File: src/rtl/mips_pkg.sv
// Shared encodings for the multi-cycle MIPS controller.
package mips_pkg;

  localparam logic [5:0] OP_R    = 6'h00;
  localparam logic [5:0] OP_J    = 6'h02;
  localparam logic [5:0] OP_BEQ  = 6'h04;
  localparam logic [5:0] OP_BNE  = 6'h05;
  localparam logic [5:0] OP_ADDI = 6'h08;
  localparam logic [5:0] OP_LW   = 6'h23;
  localparam logic [5:0] OP_SW   = 6'h2B;

  typedef enum logic [3:0] {
    S_FETCH, S_DECODE, S_EXEC, S_ALUWB, S_MEMADR, S_MEMRD, S_MEMWB,
    S_MEMWR, S_ADDIEX, S_ADDIWB, S_BRANCH, S_JUMP, S_TRAP
  } state_e;

  localparam logic [1:0] ALUOP_ADD   = 2'b00;
  localparam logic [1:0] ALUOP_SUB   = 2'b01;
  localparam logic [1:0] ALUOP_FUNCT = 2'b10;

  localparam logic [1:0] SRCB_REGB  = 2'b00;
  localparam logic [1:0] SRCB_FOUR  = 2'b01;
  localparam logic [1:0] SRCB_IMM   = 2'b10;
  localparam logic [1:0] SRCB_IMMSH = 2'b11;

  localparam logic [1:0] PCSRC_ALU    = 2'b00;
  localparam logic [1:0] PCSRC_ALUOUT = 2'b01;
  localparam logic [1:0] PCSRC_JUMP   = 2'b10;

  // States that drive the shared memory port and wait on memReady.
  function automatic logic is_mem_state(input state_e s);
    return (s == S_FETCH) || (s == S_MEMRD) || (s == S_MEMWR);
  endfunction

endpackage

File: src/rtl/mips_multicycle_ctrl.sv
// Multi-cycle instruction sequencer: FSM, memory-wait watchdog, retire counter, trap flags.
module mips_multicycle_ctrl
  import mips_pkg::*;
#(
  parameter int unsigned MEM_TIMEOUT = 16,
  parameter int unsigned CNT_W       = 32
) (
  input  logic             clk,
  input  logic             reset,
  input  logic [5:0]       opcode,
  input  logic             zero,
  input  logic             memReady,
  output logic             pcWrite,
  output logic             iorD,
  output logic             memRead,
  output logic             memWrite,
  output logic             irWrite,
  output logic             regDest,
  output logic             memToReg,
  output logic             regWrite,
  output logic             aluSrcA,
  output logic [1:0]       aluSrcB,
  output logic [1:0]       aluOp,
  output logic [1:0]       pcSource,
  output logic             retire,
  output logic [CNT_W-1:0] instrCount,
  output logic             illegal,
  output logic             busErr
);

  localparam int unsigned WAIT_W = $clog2(MEM_TIMEOUT + 1);

  state_e             state_q, state_d;
  logic               brNe_q;
  logic [WAIT_W-1:0]  waitCnt_q, waitCnt_d;
  logic [CNT_W-1:0]   count_q;
  logic               illegal_q, busErr_q;

  logic c_pcWrite, c_iorD, c_memRead, c_memWrite, c_irWrite;
  logic c_regDest, c_memToReg, c_regWrite, c_aluSrcA, c_retire;
  logic [1:0] c_aluSrcB, c_aluOp, c_pcSource;
  logic set_illegal, set_busErr, timeout;

  assign timeout = (waitCnt_q == WAIT_W'(MEM_TIMEOUT - 1)) && !memReady;

  // Next-state and control decode; memReady in the timeout cycle takes priority.
  always_comb begin
    state_d     = state_q;
    c_pcWrite   = 1'b0; c_iorD     = 1'b0; c_memRead  = 1'b0; c_memWrite = 1'b0;
    c_irWrite   = 1'b0; c_regDest  = 1'b0; c_memToReg = 1'b0; c_regWrite = 1'b0;
    c_aluSrcA   = 1'b0; c_retire   = 1'b0;
    c_aluSrcB   = SRCB_REGB; c_aluOp = ALUOP_ADD; c_pcSource = PCSRC_ALU;
    set_illegal = 1'b0;
    set_busErr  = 1'b0;
    unique case (state_q)
      S_FETCH: begin
        c_memRead = 1'b1;
        c_aluSrcB = SRCB_FOUR;
        if (memReady) begin
          c_irWrite = 1'b1;
          c_pcWrite = 1'b1;
          state_d   = S_DECODE;
        end else if (timeout) begin
          set_busErr = 1'b1;
          state_d    = S_TRAP;
        end
      end
      S_DECODE: begin
        c_aluSrcB = SRCB_IMMSH;
        case (opcode)
          OP_R:           state_d = S_EXEC;
          OP_LW, OP_SW:   state_d = S_MEMADR;
          OP_ADDI:        state_d = S_ADDIEX;
          OP_BEQ, OP_BNE: state_d = S_BRANCH;
          OP_J:           state_d = S_JUMP;
          default: begin
            set_illegal = 1'b1;
            state_d     = S_TRAP;
          end
        endcase
      end
      S_EXEC: begin
        c_aluSrcA = 1'b1;
        c_aluOp   = ALUOP_FUNCT;
        state_d   = S_ALUWB;
      end
      S_ALUWB: begin
        c_regDest  = 1'b1;
        c_regWrite = 1'b1;
        c_retire   = 1'b1;
        state_d    = S_FETCH;
      end
      S_MEMADR: begin
        c_aluSrcA = 1'b1;
        c_aluSrcB = SRCB_IMM;
        state_d   = (opcode == OP_SW) ? S_MEMWR : S_MEMRD;
      end
      S_MEMRD: begin
        c_memRead = 1'b1;
        c_iorD    = 1'b1;
        if (memReady) state_d = S_MEMWB;
        else if (timeout) begin
          set_busErr = 1'b1;
          state_d    = S_TRAP;
        end
      end
      S_MEMWB: begin
        c_memToReg = 1'b1;
        c_regWrite = 1'b1;
        c_retire   = 1'b1;
        state_d    = S_FETCH;
      end
      S_MEMWR: begin
        c_memWrite = 1'b1;
        c_iorD     = 1'b1;
        if (memReady) begin
          c_retire = 1'b1;
          state_d  = S_FETCH;
        end else if (timeout) begin
          set_busErr = 1'b1;
          state_d    = S_TRAP;
        end
      end
      S_ADDIEX: begin
        c_aluSrcA = 1'b1;
        c_aluSrcB = SRCB_IMM;
        state_d   = S_ADDIWB;
      end
      S_ADDIWB: begin
        c_regWrite = 1'b1;
        c_retire   = 1'b1;
        state_d    = S_FETCH;
      end
      S_BRANCH: begin
        c_aluSrcA  = 1'b1;
        c_aluOp    = ALUOP_SUB;
        c_pcSource = PCSRC_ALUOUT;
        c_pcWrite  = brNe_q ? ~zero : zero;
        c_retire   = 1'b1;
        state_d    = S_FETCH;
      end
      S_JUMP: begin
        c_pcSource = PCSRC_JUMP;
        c_pcWrite  = 1'b1;
        c_retire   = 1'b1;
        state_d    = S_FETCH;
      end
      S_TRAP:  state_d = S_TRAP;
      default: state_d = S_TRAP;
    endcase
  end

  // Wait counter runs only while a memory state is held; any transition clears it.
  always_comb begin
    waitCnt_d = '0;
    if (is_mem_state(state_q) && (state_d == state_q) && !memReady)
      waitCnt_d = waitCnt_q + WAIT_W'(1);
  end

  // State, latched branch type, wait counter, retire counter and sticky flags.
  always_ff @(posedge clk or posedge reset) begin
    if (reset) begin
      state_q   <= S_FETCH;
      brNe_q    <= 1'b0;
      waitCnt_q <= '0;
      count_q   <= '0;
      illegal_q <= 1'b0;
      busErr_q  <= 1'b0;
    end else begin
      state_q   <= state_d;
      waitCnt_q <= waitCnt_d;
      if (state_q == S_DECODE) brNe_q <= (opcode == OP_BNE);
      if (c_retire) count_q <= count_q + CNT_W'(1);
      illegal_q <= illegal_q | set_illegal;
      busErr_q  <= busErr_q | set_busErr;
    end
  end

  // Controls are forced low while reset is held, since the reset state itself decodes as FETCH.
  always_comb begin
    pcWrite  = c_pcWrite  & ~reset;
    iorD     = c_iorD     & ~reset;
    memRead  = c_memRead  & ~reset;
    memWrite = c_memWrite & ~reset;
    irWrite  = c_irWrite  & ~reset;
    regDest  = c_regDest  & ~reset;
    memToReg = c_memToReg & ~reset;
    regWrite = c_regWrite & ~reset;
    aluSrcA  = c_aluSrcA  & ~reset;
    aluSrcB  = reset ? '0 : c_aluSrcB;
    aluOp    = reset ? '0 : c_aluOp;
    pcSource = reset ? '0 : c_pcSource;
    retire   = c_retire   & ~reset;
  end

  assign instrCount = count_q;
  assign illegal    = illegal_q;
  assign busErr     = busErr_q;

endmodule

File: config.mk
export PLATFORM = sky130hd
export DESIGN_NAME = mips_multicycle_ctrl
export DESIGN_NICKNAME = d
export VERILOG_FILES = /design/src/rtl/mips_pkg.sv /design/src/rtl/mips_multicycle_ctrl.sv
export SDC_FILE = /design/constraint.sdc
export NUM_CORES = 1
export LEC_CHECK = 0
export CAP_MARGIN = 20
export CORE_ASPECT_RATIO = 1.2
export CORE_MARGIN = 2
export CORE_UTILIZATION = 30
export DETAILED_ROUTE_END_ITERATION = 7
export PLACE_DENSITY = 0.54
export SLEW_MARGIN = 10
export SYNTH_ARGS = -nofsm -noshare
export SYNTH_HDL_FRONTEND = slang
export SYNTH_SLANG_ARGS = --single-unit
File: constraint.sdc
create_clock -name clk -period 2.4 [get_ports clk]
set_clock_uncertainty 0.2 [all_clocks]
set_input_delay 0.48 -clock clk [delete_from_list [all_inputs] [get_ports clk]]
set_output_delay 0.48 -clock clk [all_outputs]
set_load 0.005 [all_outputs]
* After elaboration in Yosys (flattened, before gate mapping)
Index checks and enable logic that the tools add are counted.
** Word-level totals
- Register bits :: 44
- Input port bits :: 10
- Word-level logic and storage cells :: 90
- Output and inout bits :: 50
** Operators by class
- Bitwise operators :: 14
- Reductions and logical operators :: 18
- $add $sub $neg :: 2
- Equal/unequal tests :: 19
- Multiplexer cells :: 31
** Operator list (count)
- $add 32x1->32 const B :: 1
- $pmux 4 s8 :: 1
- $pmux 4 s5 :: 1
- $eq 4x3->1 const B :: 4
- $eq 4x4->1 const B :: 4
- $mux 4 :: 4
- $mux 1 :: 15
- $eq 6x3->1 const B :: 2
- $eq 6x6->1 const B :: 2
- $and 1x1->1 :: 10
- $reduce_or 2->1 :: 5
- $eq 4x2->1 const B :: 2
- $mux 2 :: 4
- $pmux 2 s2 :: 2
- $reduce_or 7->1 :: 1
- $eq 6x2->1 const B :: 1
- $eq 6x4->1 const B :: 1
- $logic_not 6->1 :: 1
- $pmux 2 s3 :: 1
- $reduce_or 3->1 :: 2
- $add 5x1->5 const B :: 1
- $eq 5x4->1 const B :: 1
- $mux 5 :: 1
- $reduce_or 5->1 :: 1
- 11 further kinds :: 16

* Depth between registers and ports, before layout
- Depth after elaboration :: 9
- Mapped depth :: 7
- Depth with buffers taken out :: 7

* Worst setup path after synthesis
Ideal clock, no wire load.
- Path type :: input port to output port
- Start :: input reset
- End :: output memToReg
- Arrival :: 1.958 ns
- Path buffers :: 1
- Data required time :: 1.720 ns
- Stages on the path :: 4
- Slack :: -0.238 ns
- Path through :: clkbuf_1 > inv_1 > nand3_1 > nor2_1
** Between the ends
- Word-level cells in the longest chain between the ends :: 2
** RTL lines
- from (decl) :: RTL line mips_multicycle_ctrl.sv:9 : input logic reset,
- $not 1->1 :: RTL line mips_multicycle_ctrl.sv:187 : memToReg = c_memToReg & ~reset;
- $and 1x1->1 :: RTL line mips_multicycle_ctrl.sv:187
- to (decl) :: RTL line mips_multicycle_ctrl.sv:19 : output logic memToReg,
No other way between the ends.

* Worst setup path after layout
- Start :: register state_q[0]
- End :: output aluSrcB[1]
** Between the ends
- Word-level cells in the longest chain between the ends :: 4
- Elaborated cells on any way between the ends :: 7
- Classes of those cells :: eq/ne: 3; mux: 2; reduce/logical: 2
** RTL lines
- from (decl) :: RTL line mips_multicycle_ctrl.sv:33 : state_e state_q, state_d;
- from (signal assigned) :: RTL line mips_multicycle_ctrl.sv:170 : state_q <= state_d;
- $eq 4x4->1 / $eq 4x3->1 (equally long branches) :: RTL line mips_multicycle_ctrl.sv:55 : unique case (state_q)
- $reduce_or 2->1 (no line)
- $pmux 2 s3 (*) :: RTL line mips_multicycle_ctrl.sv:55
- $mux 2 (*) :: RTL line mips_multicycle_ctrl.sv:190 : aluSrcB = reset ? '0 : c_aluSrcB;
- to (decl) :: RTL line mips_multicycle_ctrl.sv:22 : output logic [1:0] aluSrcB,
Every way passes the cells marked *; elsewhere a longest branch is shown, timed or not.

==> qor.yml <==
status: "finished with violations"
violations: "design-rule violations"
slew_headroom_pct: 62.1
worstHoldEndpoint: "waitCnt_q[0]"
final_cell_mix: "nor2_1 (42), dfrtp_1 (41), clkdlybuf4s50_1 (41), buf_4 (24), xnor2_1 (18)"
syn2layout_area_growth_pct: 44.4
die_h_um: 102
finalNonFillerCells: 429
critPathKind: "reg2out"
ys_ff_latch: 44
rr_worst_depth: 8
dp_cells: 408
drc: 5
p_sw_share_pct: 22.6
min_delay_path_depth: 1
arrival_ns: 1.67
setup_viol: 0
syn_nets: 263
rows: 35
cts_root_buf: "clkbuf_8"
drtIter0Drc: 67
clk_latency_ns: 0.29
fillers: 782
antenna_cells: 0
drive_gt1_share_pct: 20.2
p_clk_share_pct: 35.6
reg2reg_to: "instrCount[31]"
p_switching_uw: 281
ctsLongestPathBuffers: 2
p_int_uw: 965
min_path_type: "reg2reg"
num_io_pins: 60
stdcell_area_um2: 3490
initial_core_util_pct: 31.2
antenna_left: 0
syn_inst: 250
top_layer_used: "met4"
syn-cell-area_um2: 2410
grt_pass1_vias: 2098
tightest_slew_ns: 0.568
grt.overflow.total: 0
postCtsHoldBufs: 0
cp-startpoint: "state_q[0]"
grt_pass1_wl_um: 9830
gp_congestion: 0.759
maxSlewViolCount: 0
htreeDepth: 2
pwr-share-seq_pct: 59.6
yosysUniqueCellTypes: 45
r2r_setup_slack_ns: 0.37
numClockSinks: 44
post-route-period-util_pct: 98.1
pwr-share-comb_pct: 4.8
place_area_um2: 3210
clock.fmax_mhz: 425
synth_edf_count: 0
final_core_util_pct: 45.0
drt-total-wl_um: 5820
power_leakage_nw: 1.62
required_ns: 1.72
grt_max_degree: 45
async_flop_share_pct: 100
hold_viol: 0
synth_ff_type: "dfrtp_1"
die-area_um2: 8790
met1_length_um: 2660
coreArea_um2: 7750
cts_tree: "done"
maxCapViolations: 0
port_buffers: 59
worstSetupEndpointType: "output port"
ys_seq_area_share_pct: 45.6
antenna_found_initial: 0
ys_warn_count: 0
r2r-start: "state_q[0]"
hp-start: "waitCnt_q[0]"
layout_commonest_cell: "nor2_1"
dr_wl_met2_um: 2980
hold_ws_ns: 0.270
vdd.ir_drop.worst_v: 0.000192
die_w_um: 85.9
wire_per_inst_um: 13.6
numCtsBuffers: 5
start_kind: "register"
path_max_fanout: 5
vias_per_cell: 4.84
layout.nets: 350
power_density_nw_per_um2: 357
avgSynthCellArea_um2: 9.66
grt.total_usage_pct: 13.9
first_pass_iters: 8
period_minus_slack_ns: 2.35
hpwl_um: 4060
clkTransAtPathRegs_ns: 0.08
route.met3.wl_um: 134
via_count: 2078
[flip-flops by register name, summed over array words and instances, names as in the netlist]
| name | count |
|---|---|
| instrCount | 32 |
| busErr | 1 |
| waitCnt_q | 5 |
| illegal | 1 |
| state_q | 4 |
| brNe_q | 1 |
[cell type report]
cell class | count | area [um2] | share of cell area [%]
Multi-Input combinational cell | 188 | 1300 | 37.3
Sequential cell | 44 | 1100 | 31.7
Timing Repair Buffer | 89 | 846 | 24.3
Tap cell | 92 | 115 | 3.30
Clock buffer | 5 | 68.8 | 1.97
Inverter | 9 | 37.5 | 1.08
Clock inverter | 2 | 12.5 | 0.359
[worst max-delay path by stage]
stage / endpoint / slack, ns / cells past startpoint
after global placement: pcWrite / -0.44 / 6
after detailed placement: pcWrite / -0.46 / 6
after CTS: retire / -0.01 / 7
after global routing: aluSrcB[1] / -0.02 / 6
final: aluSrcB[1] / 0.05 / 6
after floorplan: iorD / 0.03 / 3
[power groups by stage]
stage	Sequential [mW]	Combinational [mW]	Clock [mW]
floorplan	0.758	0.0264	0
global route	0.743	0.0682	0.499
detailed placement	0.758	0.0603	0
global placement	0.758	0.0604	0
finish	0.743	0.0601	0.443
CTS	0.743	0.0616	0.466
[critical path, stage by stage, from the launching register on]
cell and delay [ns]:
dfrtp_2 0.47, buf_12 0.14, buf_4 0.12, nor2b_4 0.13, o31ai_4 0.25, nor3_2 0.07
clkdlybuf4s15_1 0.20
[logic make-up (layout without fill, tap and decap cells)]
| kind of cell | Yosys count | in the layout | share of synthesized area (%) |
|---|---|---|---|
| AO/OA/AOI/OAI | 24 | 24 | 7.72 |
| adder cells (fa/ha/maj) | 3 | 3 | 1.55 |
| AND/OR/NAND/NOR | 123 | 123 | 28.0 |
| flip-flops | 44 | 44 | 45.6 |
| XOR/XNOR | 36 | 36 | 13.1 |
| buffers and inverters | 18 | 105 | 3.11 |
| multiplexers | 2 | 2 | 0.933 |
[synthesized netlist by cell type (all sizes together), types with 2 or more instances]
library cell | count | area [um2]
nor4 | 3 | 33.8
dfrtp | 44 | 1100
nand4 | 14 | 118
a21o | 2 | 15.0
nand2b | 3 | 18.8
nand3 | 16 | 80.1
or3 | 2 | 12.5
xor2 | 18 | 158
o21ai | 3 | 26.3
xnor2 | 18 | 158
nor3 | 10 | 60.1
inv | 9 | 33.8
nor2 | 44 | 173
and4 | 3 | 26.3
buf | 2 | 15.0
nand2 | 15 | 56.3
ha | 3 | 37.5
o221ai | 2 | 17.5
o21bai | 2 | 15.0
nor2b | 5 | 38.8
a21oi | 4 | 23.8
mux2 | 2 | 22.5
o31ai | 2 | 15.0
clkbuf | 7 | 26.3
and3 | 4 | 25.0
[routing by layer]
layer / global-route usage, % / up-vias
li1: - / 1041
met1: 17.4 / 1001
met2: 24.4 / 32
met3: 2.67 / 4
met4: 4.03 / 0
met5: 0 / -
[timing repair]
item / CTS / global route
pin swaps: 2 / 2
resized for setup: 38 / 13
setup buffers: 13 / 1
endpoints found under the setup margin: 16 / 5
gates cloned: 1 / 0
[stage by stage]
step / total power, mW / setup TNS (ns) / setup slack (ns)
6_report: 1.25 / 0 / 0.0458
3_5_place_dp: 0.818 / -3.56 / -0.458
2_1_floorplan: 0.784 / 0 / 0.0266
5_1_grt: 1.31 / -0.0154 / -0.0154
3_3_place_gp: 0.818 / -3.47 / -0.440
4_1_cts: 1.27 / -0.0120 / -0.0120
Note: power is estimated with default switching activity, not from simulation.
